File: src/rtl/sqrt_fx_pkg.sv
// Shared types and sizing helpers for the fixed-point square-root unit.
package sqrt_fx_pkg;

    typedef enum logic [1:0] {
        IDLE  = 2'd0,
        CALC  = 2'd1,
        ROUND = 2'd2,
        DONE  = 2'd3
    } state_t;

    // One root bit per radicand bit pair of the F_BITS-extended radicand.
    function automatic int iters(input int width, input int f_bits);
        return (width + f_bits) / 2;
    endfunction

    function automatic int rem_w(input int n_iters);
        return n_iters + 2;
    endfunction

    function automatic int root_w(input int n_iters);
        return n_iters;
    endfunction

    localparam int DEF_ITERS = iters(48, 28);

endpackage

File: src/rtl/sqrt_fx_step.sv
// One restoring square-root recurrence step: brings in the next radicand bit pair, resolves one root bit.
// Purely combinational; no handshake.
module sqrt_fx_step
    import sqrt_fx_pkg::*;
#(
    parameter int ITERS = DEF_ITERS
) (
    input  logic [rem_w(ITERS)-1:0]  rem_in,
    input  logic [root_w(ITERS)-1:0] root_in,
    input  logic [1:0]               pair,
    output logic [rem_w(ITERS)-1:0]  rem_out,
    output logic [root_w(ITERS)-1:0] root_out
);

    localparam int RW = rem_w(ITERS);
    localparam int TW = RW + 2;

    logic [TW-1:0] shifted;
    logic [TW-1:0] sub;
    logic [TW:0]   diff;
    logic          ge;

    always_comb begin
        shifted = {rem_in, pair};
        sub     = {2'b00, root_in, 2'b01};
        diff    = {1'b0, shifted} - {1'b0, sub};
        ge      = ~diff[TW];
        // Upper bits of the kept value are zero because rem never exceeds 2*root.
        rem_out  = RW'(ge ? diff[TW-1:0] : shifted);
        root_out = {root_in[ITERS-2:0], ge};
    end

endmodule

File: src/rtl/sqrt_fx_hs.sv
// Iterative unsigned Q-format square root, ITER_PER_CYCLE root bits per clock; optional rounding via SQRT_ROUND_EN.
// Latency: accept edge + ITERS/ITER_PER_CYCLE edges (+1 with SQRT_ROUND_EN).
// Backpressure: single computation in flight; result held in DONE until out_ready, in_ready only in IDLE.
module sqrt_fx_hs
    import sqrt_fx_pkg::*;
#(
    parameter int WIDTH          = 48,
    parameter int F_BITS         = 28,
    parameter int ITER_PER_CYCLE = 2,
    parameter int TAG_W          = 4
) (
    input  logic             clk,
    input  logic             rst,
    input  logic             clear,
    input  logic             in_valid,
    output logic             in_ready,
    input  logic [WIDTH-1:0] in_radicand,
    input  logic [TAG_W-1:0] in_tag,
    output logic             out_valid,
    input  logic             out_ready,
    output logic [WIDTH-1:0] out_root,
    output logic [WIDTH-1:0] out_rem,
    output logic [TAG_W-1:0] out_tag,
    output logic             busy
);

    localparam int ITERS  = iters(WIDTH, F_BITS);
    localparam int RW     = rem_w(ITERS);
    localparam int QW     = root_w(ITERS);
    localparam int XW     = 2 * ITERS;
    localparam int CYCLES = ITERS / ITER_PER_CYCLE;
    localparam int CW     = (CYCLES > 1) ? $clog2(CYCLES) : 1;

    if ((WIDTH + F_BITS) % 2 != 0) begin : g_chk_even
        $error("sqrt_fx_hs: WIDTH+F_BITS must be even");
    end
    if (ITERS % ITER_PER_CYCLE != 0) begin : g_chk_ipc
        $error("sqrt_fx_hs: ITER_PER_CYCLE must divide (WIDTH+F_BITS)/2");
    end
    if (RW > WIDTH) begin : g_chk_fit
        $error("sqrt_fx_hs: remainder does not fit in WIDTH");
    end

`ifdef SQRT_ROUND_EN
    localparam state_t CALC_EXIT = ROUND;
`else
    localparam state_t CALC_EXIT = DONE;
`endif

    state_t           state_q, state_d;
    logic [XW-1:0]    rad_q;
    logic [RW-1:0]    rem_q;
    logic [QW-1:0]    root_q;
    logic [CW-1:0]    cnt_q;
    logic [TAG_W-1:0] tag_q;
    logic             last;

    logic [RW-1:0] rem_c  [ITER_PER_CYCLE+1];
    logic [QW-1:0] root_c [ITER_PER_CYCLE+1];

    assign rem_c[0]  = rem_q;
    assign root_c[0] = root_q;

    for (genvar k = 0; k < ITER_PER_CYCLE; k++) begin : g_step
        sqrt_fx_step #(.ITERS(ITERS)) u_step (
            .rem_in   (rem_c[k]),
            .root_in  (root_c[k]),
            .pair     (rad_q[XW-1-2*k -: 2]),
            .rem_out  (rem_c[k+1]),
            .root_out (root_c[k+1])
        );
    end

    assign last      = (cnt_q == '0);
    assign in_ready  = (state_q == IDLE);
    assign out_valid = (state_q == DONE);
    assign busy      = (state_q == CALC) || (state_q == ROUND);

    always_ff @(posedge clk or posedge rst) begin
        if (rst) begin
            state_q <= IDLE;
        end else begin
            state_q <= state_d;
        end
    end

    always_comb begin
        state_d = state_q;
        case (state_q)
            IDLE:    if (in_valid)  state_d = CALC;
            CALC:    if (last)      state_d = CALC_EXIT;
            ROUND:                  state_d = DONE;
            DONE:    if (out_ready) state_d = IDLE;
            default:                state_d = IDLE;
        endcase
        if (clear) state_d = IDLE;
    end

    always_ff @(posedge clk or posedge rst) begin
        if (rst) begin
            rad_q    <= '0;
            rem_q    <= '0;
            root_q   <= '0;
            cnt_q    <= '0;
            tag_q    <= '0;
            out_root <= '0;
            out_rem  <= '0;
            out_tag  <= '0;
        end else if (!clear) begin
            if (state_q == IDLE && in_valid) begin
                rad_q  <= {in_radicand, {F_BITS{1'b0}}};
                rem_q  <= '0;
                root_q <= '0;
                cnt_q  <= CW'(CYCLES - 1);
                tag_q  <= in_tag;
            end else if (state_q == CALC) begin
                rad_q  <= rad_q << (2 * ITER_PER_CYCLE);
                rem_q  <= rem_c[ITER_PER_CYCLE];
                root_q <= root_c[ITER_PER_CYCLE];
                cnt_q  <= cnt_q - CW'(1);
`ifndef SQRT_ROUND_EN
                if (last) begin
                    out_root <= WIDTH'(root_c[ITER_PER_CYCLE]);
                    out_rem  <= WIDTH'(rem_c[ITER_PER_CYCLE]);
                    out_tag  <= tag_q;
                end
`endif
            end
`ifdef SQRT_ROUND_EN
            // rem > root means radicand lies past (root+0.5)^2, so round up.
            if (state_q == ROUND) begin
                out_root <= WIDTH'(root_q) + WIDTH'(rem_q > RW'(root_q));
                out_rem  <= WIDTH'(rem_q);
                out_tag  <= tag_q;
            end
`endif
        end
    end

endmodule

File: config.mk
export PLATFORM = sky130hd
export DESIGN_NAME = sqrt_fx_hs
export DESIGN_NICKNAME = d
export VERILOG_FILES = /design/src/rtl/sqrt_fx_pkg.sv /design/src/rtl/sqrt_fx_step.sv /design/src/rtl/sqrt_fx_hs.sv
export SDC_FILE = /design/constraint.sdc
export NUM_CORES = 1
export LEC_CHECK = 0
export BUFFER_PORTS_ARGS = -buffer_cell sky130_fd_sc_hd__buf_2
export CAP_MARGIN = 10
export CORE_UTILIZATION = 50
export DETAILED_ROUTE_END_ITERATION = 12
export PLACE_DENSITY = 0.75
export REMOVE_ABC_BUFFERS = 1
export SLEW_MARGIN = 20
export SYNTH_ARGS = -nofsm -noshare
export SYNTH_HDL_FRONTEND = slang
export SYNTH_SLANG_ARGS = --single-unit
File: constraint.sdc
create_clock -name clk -period 8.45 [get_ports clk]
set_clock_uncertainty 0.1 [all_clocks]
set_input_delay 1.69 -clock clk [delete_from_list [all_inputs] [get_ports clk]]
set_output_delay 1.69 -clock clk [all_outputs]
set_load 0.02 [all_outputs]
==> metrics.md <==
| Metric | Value |
|---|---|
| Outcome | finished clean |
| Worst EP required | slightly below 9 ns |
| Reg area | around 5500 sq um |
| Drt pass-1 iters | 5 |
| H-tree depth | 1 |
| Post-Synth Adder-Cell Area | 7.19% |
| Crit-path max FO | 26 |
| Final net count | between 1,500 and 2,000 |
| Initial Utilization | between 50 and 60% |
| Reg clk slew, reported paths | around 0.060 ns |
| Hold bufs inserted after CTS | 0 |
| Flops & latches, synth | 219 |
| DP Wirelength | 29,000 microns |
| Initial antenna violation count | 0 |
| Grt ovf | 0 |
| Crit-path slowest cell | a311oi_1 |
| Slew Viols, Final | 0 |
| Place WS | 1.46 ns |
| Final setup TNS | 0 ns |
| Largest family of logic cells by synthesized area | compound AO/OA/AOI/OAI gates |
| Placed cells | between 2,000 and 2,500 |
| Critical-path cell list | inv_1 -> ha_1 -> a21o_1 -> or3_4 -> o22ai_1 -> nor3_1 -> a211o_1 -> clkinv_1 -> buf_4 -> nor2_1 -> a21oi_1 -> inv_1 -> ha_1 -> nand2_1 -> o21ai_0 -> a311oi_1 -> o31ai_1 -> nand2_1 -> nand3b_1 -> or2_1 -> nor2_2 -> o31ai_1 |
| Fin worst setup slack | about 1.2 ns |
| All-Layer GR Usage | between 20% and 30% |
| Compound-gate portion of the synthesized area | roughly 25% |
| Kind of cell adding the most delay to the critical path | compound AO/OA/AOI/OAI gates |
| First-pass GRT wire length | ~66,000 microns |
| Worst-Skew Late Latency | about 0.53 ns |
| CTS buffer count | 23 |
| Post-DRT Antenna Nets | 0 |
| DRC violations left | 0 |
| Worst Path Buf+Inv | 4 |
| Crit path kind | register to register |
| Post-Synth XOR/XNOR Area | ~3.6% |
| Share of the yosys chip area belonging to registers | 37.9% |
| Footprint of the multi-input gates | 8210 sq um |
| Commonest cells after routing, fill and taps aside | 219 x dfrtp_1, 209 x nand2_1, 142 x o21ai_0 |
| Clock Path Buffers | 3 |
| FMAX | 138 MHz |
| Max incr delay on CP | ~0.73 ns |
| Placed instance area | ~15,000 sq um |
| Layout area overhead | 11.6% |
| Post-DR vias/cell | between 6 and 7 |
| Synth Flop Type | dfrtp_1 |
| Core Area | approximately 28,000 sq um |
| Netlist Area Pre-Place | around 14,000 sq um |
| Slew @ Worst Pin | 1.08 ns |
| RSZ-0062 raised after global routing | false |
| Die width | between 150 and 200 microns |
| Hold crit path type | register to register |
| Final instance area | between 15,000 and 20,000 sq um |
| Non-Filler Instances | between 2,000 and 2,500 |
| I/O Buffers | ~140 |
| Synth Instances | approximately 1,700 |
| Post-Synth Simple-Gate Area | between 10% and 20% |
| Via count | between 10,000 and 15,000 |
| Synthesis warning total | 0 |
| Arr. time, crit path | approximately 7.5 ns |
| Largest net degree at the start of global routing | 90 |
| Die ar. | between 20,000 and 30,000 sq um |
| Final Critical Period | ~7.3 ns |
| Syn Area/Cell | slightly below 9 sq um |
| Drt wl/cell | 19.0 microns |
| Vias in the first global route | about 13,000 |
| Max Cap Viol | 0 |
| Setup crit end kind | register |
| Gpl congestion | approximately 0.93 |
| # fillers | between 2,000 and 3,000 |
| TritonCTS clock tree | yes |
| Slew margin rel. | 27.7% |
| PostCTS Resize Cnt | 0 |
| Crit path launch type | register |
| Synth unique cells | 77 |
| Synth async-reset ratio | 100% |
| Site row count | between 60 and 70 |
| Final Hold Fails | 0 |
| Share of layout cells above drive strength 1 | between 10% and 20% |
| DRT Wirelength | around 41,000 microns |
| Tcrit/Tclk final | 85.9% |
| Setup-failing EPs final | 0 |
| Chip Height | approximately 170 microns |
| DRT iter0 DRCs | 1,131 |
| IO Count | 160 |
| Setup Fix Bufs, Post-CTS | 0 |
| Ant. Diodes | 0 |
| Mux share of post-synthesis cell area | 3.85% |
| Root Buffer | clkbuf_16 |
| Most common cell after layout, fill and taps aside | dfrtp_1 |
| TritonCTS Sinks | between 200 and 250 |
| Number of synthesized flops with an enable pin | 0 |
-- worst paths after layout --
path                                end  cells past startpoint  slack, ns         start
max                         out_rem[30]                     22       1.20    root_q[21]
min                        out_root[26]                      2       0.37  out_root[26]
max reg2reg                 out_rem[30]                     22       1.20    root_q[21]
min reg2reg                out_root[26]                      2       0.37  out_root[26]
max in group asynchronous  out_root[27]                      3       5.76           rst
min in group asynchronous     rad_q[51]                      2       1.15           rst
-- cells in the mapped netlist, drive strengths merged (16+ instances only) --
| library cell | instances | area [sq um] |
|---|---|---|
| dfrtp | 219 | 5480 |
| nand2 | 209 | 785 |
| o21ai | 170 | 855 |
| a21oi | 108 | 541 |
| inv | 94 | 353 |
| ha | 83 | 1040 |
| nor2 | 83 | 314 |
| clkbuf | 63 | 236 |
| mux2i | 50 | 500 |
| buf | 47 | 278 |
| nor3 | 43 | 225 |
| o22ai | 40 | 250 |
| a21o | 36 | 270 |
| o31ai | 34 | 255 |
| nand3 | 32 | 160 |
| xnor2 | 32 | 280 |
| and2 | 31 | 194 |
| xor2 | 28 | 245 |
| a31o | 21 | 184 |
| o21bai | 19 | 143 |
| a32o | 18 | 180 |
| nand4 | 18 | 113 |
| o21a | 16 | 120 |
-- per-stage QoR --
stage	util, %	hold slack [ns]
6_report	57.4	0.371
5_1_grt	57.4	0.402
4_1_cts	57.4	0.376
3_5_place_dp	54.7	0.365
3_3_place_gp	54.7	0.346
2_1_floorplan	-	0.335
-- kinds of logic after synthesis --
kind of cell / after synthesis
compound gates: 559
xor+xnor: 60
fa+ha+maj: 83
buf+inv: 205
flops: 219
mux: 55
other cells: 1
simple gates: 490
-- final cells by class --
cell class	count	area share, %
Sequential cell	219	34.0
Clock buffer	31	4.19
Multi-Input combinational cell	1265	50.9
Clock inverter	6	0.520
Inverter	95	2.26
Timing Repair Buffer	159	5.21
Tap cell	378	2.93
-- flip-flops by register name (all words and copies together), names as in the netlist --
name,flops
rad_q,48
out_root,38
tag_q,4
cnt_q,5
rem_q,40
out_rem,40
root_q,38
out_tag,4
state_q,2
-- routing by layer --
| layer | wire length [microns] | track usage [%] |
|---|---|---|
| met3 | 3280 | 5.79 |
| met1 | 17800 | 37.6 |
| met4 | 1390 | 9.08 |
| met2 | 18400 | 45.0 |
| met5 | 0 | 0 |
-- worst register-to-register path, delay by kind of cell, from the launching register on --
kind,cells,cell delay [ns]
buffers and inverters,4,0.69
AOI/OAI and AO/OA,8,2.83
DFF,1,0.36
adders and majority gates,2,0.73
and+or+nand+nor,8,2.38
Power is left out: the tool's default activity adds up to more than one toggle a clock period on the data nets, which glitch-free logic cannot reach.
